## config.mk

```make
export PLATFORM = sky130hd
export DESIGN_NAME = lcd_spi_display_receiver
export DESIGN_NICKNAME = d
export VERILOG_FILES = /design/src/rtl/lcd_spi_display_receiver.sv
export SDC_FILE = /design/constraint.sdc
export NUM_CORES = 1
export LEC_CHECK = 0
export ABC_AREA = 1
export BUFFER_PORTS_ARGS = -buffer_cell sky130_fd_sc_hd__buf_4
export CAP_MARGIN = 20
export CORE_UTILIZATION = 59
export DETAILED_ROUTE_END_ITERATION = 10
export PLACE_DENSITY = 0.76
export SYNTH_ARGS = -nofsm -noshare
export SYNTH_HDL_FRONTEND = slang
export SYNTH_SLANG_ARGS = --single-unit
```

## constraint.sdc

```tcl
create_clock -name i_clk_100MHz -period 4.7 [get_ports i_clk_100MHz]
set_input_delay 0.705 -clock i_clk_100MHz [delete_from_list [all_inputs] [get_ports i_clk_100MHz]]
set_output_delay 0.705 -clock i_clk_100MHz [all_outputs]
set_load 0.02 [all_outputs]
```

## src/rtl/lcd_spi_display_receiver.sv

```systemverilog
// lcd_spi_display_receiver: ILI9341-style 4-wire SPI command/data decoder emitting addressed RGB565 pixel writes
module lcd_spi_display_receiver #(
    parameter int SYNC_STAGES = 2,
    parameter int WIDTH       = 240,
    parameter int HEIGHT      = 320
) (
    input  logic        i_clk_100MHz,
    input  logic        i_rst_n,
    input  logic        i_cs,
    input  logic        i_dcrs,
    input  logic        i_sdi,
    input  logic        i_sck,
    output logic        o_cmd_valid,
    output logic [7:0]  o_cmd,
    output logic        o_pix_valid,
    output logic [8:0]  o_pix_x,
    output logic [8:0]  o_pix_y,
    output logic [15:0] o_pix_data,
    output logic        o_frame_start,
    output logic        o_disp_on,
    output logic        o_sleep_out,
    output logic        o_err
);
    localparam logic [15:0] W_LIM = 16'(WIDTH);
    localparam logic [15:0] H_LIM = 16'(HEIGHT);
    localparam logic [8:0]  W_END = 9'(WIDTH - 1);
    localparam logic [8:0]  H_END = 9'(HEIGHT - 1);

    typedef enum logic [2:0] {IDLE, CASET, PASET, SKIP, RAMWR} state_t;

    state_t state, state_d;
    logic [SYNC_STAGES-1:0] cs_sr, dc_sr, sdi_sr, sck_sr;
    logic cs_s, dc_s, sdi_s, sck_s, sck_q, armed, rise;
    logic [2:0] bit_cnt;
    logic [6:0] shreg;
    logic byte_stb, byte_dc;
    logic [7:0] rx_byte, p0, p1, p2, hi;
    logic [1:0] pcnt;
    logic half;
    logic [8:0] sc, ec, sp, ep, x, y;
    logic [15:0] p_start, p_end;
    logic cmd_stb, par_stb, pix_stb, win_ok, win_bad;

    assign cs_s  = cs_sr[SYNC_STAGES-1];
    assign dc_s  = dc_sr[SYNC_STAGES-1];
    assign sdi_s = sdi_sr[SYNC_STAGES-1];
    assign sck_s = sck_sr[SYNC_STAGES-1];
    // armed only after cs is seen high, so a byte cut by reset is never resumed
    assign rise  = sck_s & ~sck_q & ~cs_s & armed;

    always_ff @(posedge i_clk_100MHz or negedge i_rst_n)
        if (!i_rst_n) begin
            cs_sr  <= '0;
            dc_sr  <= '0;
            sdi_sr <= '0;
            sck_sr <= '0;
            sck_q  <= 1'b0;
            armed  <= 1'b0;
        end else begin
            cs_sr  <= {cs_sr[SYNC_STAGES-2:0], i_cs};
            dc_sr  <= {dc_sr[SYNC_STAGES-2:0], i_dcrs};
            sdi_sr <= {sdi_sr[SYNC_STAGES-2:0], i_sdi};
            sck_sr <= {sck_sr[SYNC_STAGES-2:0], i_sck};
            sck_q  <= sck_s;
            armed  <= armed | cs_s;
        end

    always_ff @(posedge i_clk_100MHz or negedge i_rst_n)
        if (!i_rst_n) begin
            bit_cnt  <= 3'd0;
            shreg    <= 7'd0;
            byte_stb <= 1'b0;
            byte_dc  <= 1'b0;
            rx_byte  <= 8'd0;
        end else begin
            byte_stb <= rise && bit_cnt == 3'd7;
            if (cs_s || !armed)
                bit_cnt <= 3'd0;
            else if (rise) begin
                bit_cnt <= bit_cnt + 3'd1;
                shreg   <= {shreg[5:0], sdi_s};
                if (bit_cnt == 3'd7) begin
                    rx_byte <= {shreg, sdi_s};
                    byte_dc <= dc_s;
                end
            end
        end

    assign p_start = {p0, p1};
    assign p_end   = {p2, rx_byte};

    always_comb begin
        state_d = state;
        cmd_stb = byte_stb & ~byte_dc;
        par_stb = byte_stb & byte_dc & (state == CASET || state == PASET);
        pix_stb = byte_stb & byte_dc & (state == RAMWR) & half;
        win_ok  = 1'b0;
        win_bad = 1'b0;
        if (cmd_stb)
            state_d = rx_byte == 8'h2A ? CASET : rx_byte == 8'h2B ? PASET : rx_byte == 8'h2C ? RAMWR : SKIP;
        else if (par_stb && pcnt == 2'd3) begin
            state_d = SKIP;
            win_ok  = p_start <= p_end && p_end < (state == CASET ? W_LIM : H_LIM);
            win_bad = !win_ok;
        end
    end

    always_ff @(posedge i_clk_100MHz or negedge i_rst_n)
        if (!i_rst_n)
            state <= IDLE;
        else
            state <= state_d;

    always_ff @(posedge i_clk_100MHz or negedge i_rst_n)
        if (!i_rst_n) begin
            o_cmd_valid   <= 1'b0;
            o_cmd         <= 8'd0;
            o_pix_valid   <= 1'b0;
            o_pix_x       <= 9'd0;
            o_pix_y       <= 9'd0;
            o_pix_data    <= 16'd0;
            o_frame_start <= 1'b0;
            o_disp_on     <= 1'b0;
            o_sleep_out   <= 1'b0;
            o_err         <= 1'b0;
            pcnt          <= 2'd0;
            p0            <= 8'd0;
            p1            <= 8'd0;
            p2            <= 8'd0;
            hi            <= 8'd0;
            half          <= 1'b0;
            sc            <= 9'd0;
            ec            <= W_END;
            sp            <= 9'd0;
            ep            <= H_END;
            x             <= 9'd0;
            y             <= 9'd0;
        end else begin
            o_cmd_valid   <= cmd_stb;
            o_frame_start <= cmd_stb && rx_byte == 8'h2C;
            o_pix_valid   <= pix_stb;
            o_err         <= win_bad;
            if (cmd_stb) begin
                o_cmd <= rx_byte;
                pcnt  <= 2'd0;
                half  <= 1'b0;
                if (rx_byte == 8'h11) o_sleep_out <= 1'b1;
                if (rx_byte == 8'h10) o_sleep_out <= 1'b0;
                if (rx_byte == 8'h29) o_disp_on <= 1'b1;
                if (rx_byte == 8'h28) o_disp_on <= 1'b0;
                if (rx_byte == 8'h2C) begin
                    x <= sc;
                    y <= sp;
                end
            end
            if (par_stb) begin
                pcnt <= pcnt + 2'd1;
                if (pcnt == 2'd0) p0 <= rx_byte;
                if (pcnt == 2'd1) p1 <= rx_byte;
                if (pcnt == 2'd2) p2 <= rx_byte;
            end
            if (win_ok && state == CASET) begin
                sc <= p_start[8:0];
                ec <= p_end[8:0];
            end
            if (win_ok && state == PASET) begin
                sp <= p_start[8:0];
                ep <= p_end[8:0];
            end
            if (byte_stb && byte_dc && state == RAMWR) begin
                half <= ~half;
                hi   <= half ? hi : rx_byte;
            end
            if (pix_stb) begin
                o_pix_data <= {hi, rx_byte};
                o_pix_x    <= x;
                o_pix_y    <= y;
                x          <= x == ec ? sc : x + 9'd1;
                if (x == ec) y <= y == ep ? sp : y + 9'd1;
            end
        end
endmodule

```

==> impl_metrics.json <==
{
  "status": "completed",
  "drive_above_1_share_pct": 16.2,
  "route.detailed.drc": 0,
  "vias_per_cell": 5.32,
  "ant_nets": 0,
  "initialDrtViolationCount": 480,
  "cp-end-kind": "register",
  "netlist_instances": 891,
  "worstSetupPathType": "register to register",
  "multi_input_comb_area_um2": 3190,
  "finalSetupTns_ps": 0,
  "cts_root_buffer": "clkbuf_16",
  "path_cells": "inv_1 > ha_1 > a21oi_1 > nor2_1 > nor2_1 > nand2_1 > nand2_1 > nand2_1 > a21oi_4 > nand4_1 > nand2_1",
  "rsz0062_at_grt": "no",
  "hpwl_mm": 11.6,
  "yosysUniqueCellTypes": 44,
  "synthTopCellsByCount": "nand2_1, dfrtp_1, o21ai_0, inv_1, nand3_1",
  "io_pins": 54,
  "cts_sinks": 170,
  "cts_resized": 0,
  "nets": 965,
  "start_util_pct": 60.6,
  "post_cts_buffers": 0,
  "p_leak_uw": 0.00457,
  "clock_latency_ps": 430,
  "finalClockSkew_ps": 10.9,
  "finalCritPeriodShare_pct": 60.1,
  "vdd_ir_drop_max_mv": 0.287,
  "critPathLaunchType": "register",
  "synthFlopType": "dfrtp_1",
  "slew-limit-headroom_pct": 34.2,
  "syn_nets": 922,
  "grtUsageTotal_pct": 26.5,
  "place.gp.congestion": 0.877,
  "synthArstFlopShare_pct": 100,
  "firstDrtPassIters": 6,
  "core-area_um2": 13200,
  "cts_hold_buf": 0,
  "hold_path_class": "register to register",
  "nFillCells": 1083,
  "setup_viol": 0,
  "required_ps": 5060,
  "vias": 5971,
  "grt_pass1_vias": 5721,
  "synth-seq-cells": 170,
  "seqCellArea_um2": 4270,
  "cts_tree": "yes",
  "syn2layout_area_growth_pct": 12.4,
  "wl_per_cell_um": 15.3,
  "seq_area_frac_synth_pct": 53.2,
  "critPathTopFamily": "compound AO/OA/AOI/OAI gates",
  "power_uw": 2860,
  "cp_common_cell": "nand2_1",
  "cp_slowest_cell": "a21oi_4",
  "die_h_um": 119,
  "post-synth-top-count-cell": "nand2_1",
  "synth_area_leaders": "dfrtp_1, nand2_1, o21ai_0",
  "critPathBufInv": 1,
  "place_ws_ps": 1950,
  "yosysTopAreaCellShare_pct": 48.6,
  "syn_avg_cell_area_um2": 9.01,
  "gr-total-overflow": 0,
  "grt_max_degree": 106,
  "die_area_um2": 14100,
  "clock_path_buffers": 2,
  "ys.warnings.count": 0,
  "n_antenna_cell": 0,
  "drv_slew": 0,
  "cpPeakStageDelay_ps": 730,
  "utilization_pct": 68.1,
  "fin_ws_ps": 1880,
  "maxCapViolCount": 0,
  "synth_top_area_cell": "dfrtp_1",
  "h-tree-depth": 4,
  "clk_pin_slew_worst_paths_ps": 70,
  "finalHoldViolCount": 0,
  "synth-edff-count": 0,
  "worstMarginPinSlew_ps": 984,
  "max_freq_mhz": 354,
  "die_x_um": 119,
  "wl_mm": 17.2,
  "antenna_found_initial": 0,
  "numCtsBuffers": 17,
  "port_buffers": 53,
  "power_density_nw_per_um2": 317,
  "arrival_ps": 3180,
  "rows": 42,
  "syn-cell-area_um2": 8030,
  "grt_pass1_wl_mm": 29.0,
  "path_max_fanout": 36,
  "fin_crit_ps": 2820
}
## cells in the final DEF, fill, tap and decap left out, types with 2 or more instances in the layout
cell type and count:
nor2_4 2, clkinv_4 2, dfstp_2 14, clkinvlp_4 3, nor4_4 2, nand2_4 2
nand4_4 2, clkbuf_16 17, dfrtp_1 156, nor2_8 2, xor2_1 16, nand3_1 41
nand4_1 39, buf_4 55, o21ai_2 4, inv_8 2, xnor2_1 8, nor3_2 2
o211ai_2 2, a21oi_1 9, ha_1 25, o211ai_1 6, inv_1 80, nand3_2 4
o21ai_0 89, nand2_1 285, o21ai_1 6, inv_6 8, inv_2 10, or2_2 3
nor3_1 7, nor2_1 23, nand2_2 9
## layout make-up
cell class                 count  area share, %
sequential                   170           47.3
timing repair buffer          56           4.70
clock inverter                15           1.43
tap                          176           2.44
inverter                      93           4.06
multi-input combinational    596           35.3
clock buffer                  17           4.72
## worst reg2reg max path, stage by stage, from the launching register on
cell	delay, ps
dfrtp_1	550
inv_1	270
ha_1	380
a21oi_1	130
nor2_1	50
nor2_1	90
nand2_1	60
nand2_1	50
nand2_1	90
a21oi_4	730
nand4_1	230
nand2_1	120
## per-stage QoR
stage,cell area (um2),cells,hold WS [ps]
after detailed placement,8470,1091,337
final,9020,1123,351
after global routing,9020,1123,356
after CTS,9020,1123,353
after floorplan,8030,891,331
after global placement,8470,1091,332
## routing by layer
layer  GRT usage, %  vias to the layer above  wire length, um
li1               -                     2974                -
met1           37.2                     2834             8110
met2           41.5                      136             8040
met3           4.92                       27              717
met4           9.02                        0              355
met5              0                        -                0
## cells by family (layout without fill, tap and decap cells)
kind of cell / after synthesis / count (layout) / synth area share [%]
AOI/OAI and AO/OA: 119 / 119 / 8.20
xor gates and xnor gates: 24 / 24 / 2.62
adders and majority gates: 25 / 25 / 3.90
buffers and inverters: 125 / 181 / 7.18
DFF: 170 / 170 / 53.2
muxes: 1 / 1 / 0.140
and+or+nand+nor: 427 / 427 / 24.8
## power by group
part	switching [uW]	internal [uW]	total (uW)
clock network	625	696	1320
logic	41.8	11.9	53.7
registers	8.59	1480	1490
## state kept, by name, indices dropped and copies added, names as in the netlist, 9 cells and up
signal	count
x	9
ep	9
sp	9
o_pix_data	16
sc	9
o_pix_y	9
y	9
ec	9
o_pix_x	9
## worst paths after layout
path	startpoint	end	slack (ps)	cells after the start
worst max-delay path	rx_byte[5]	sp[5]	1880	11
worst min-delay path	dc_sr[0]	dc_sr[1]	350	0
worst max register to register	rx_byte[5]	sp[5]	1880	11
worst min register to register	dc_sr[0]	dc_sr[1]	350	0
max in group asynchronous	i_rst_n	ec[5]	3230	2
min in group asynchronous	i_rst_n	o_pix_y[4]	370	1
Power figures use the tool's default switching activity.
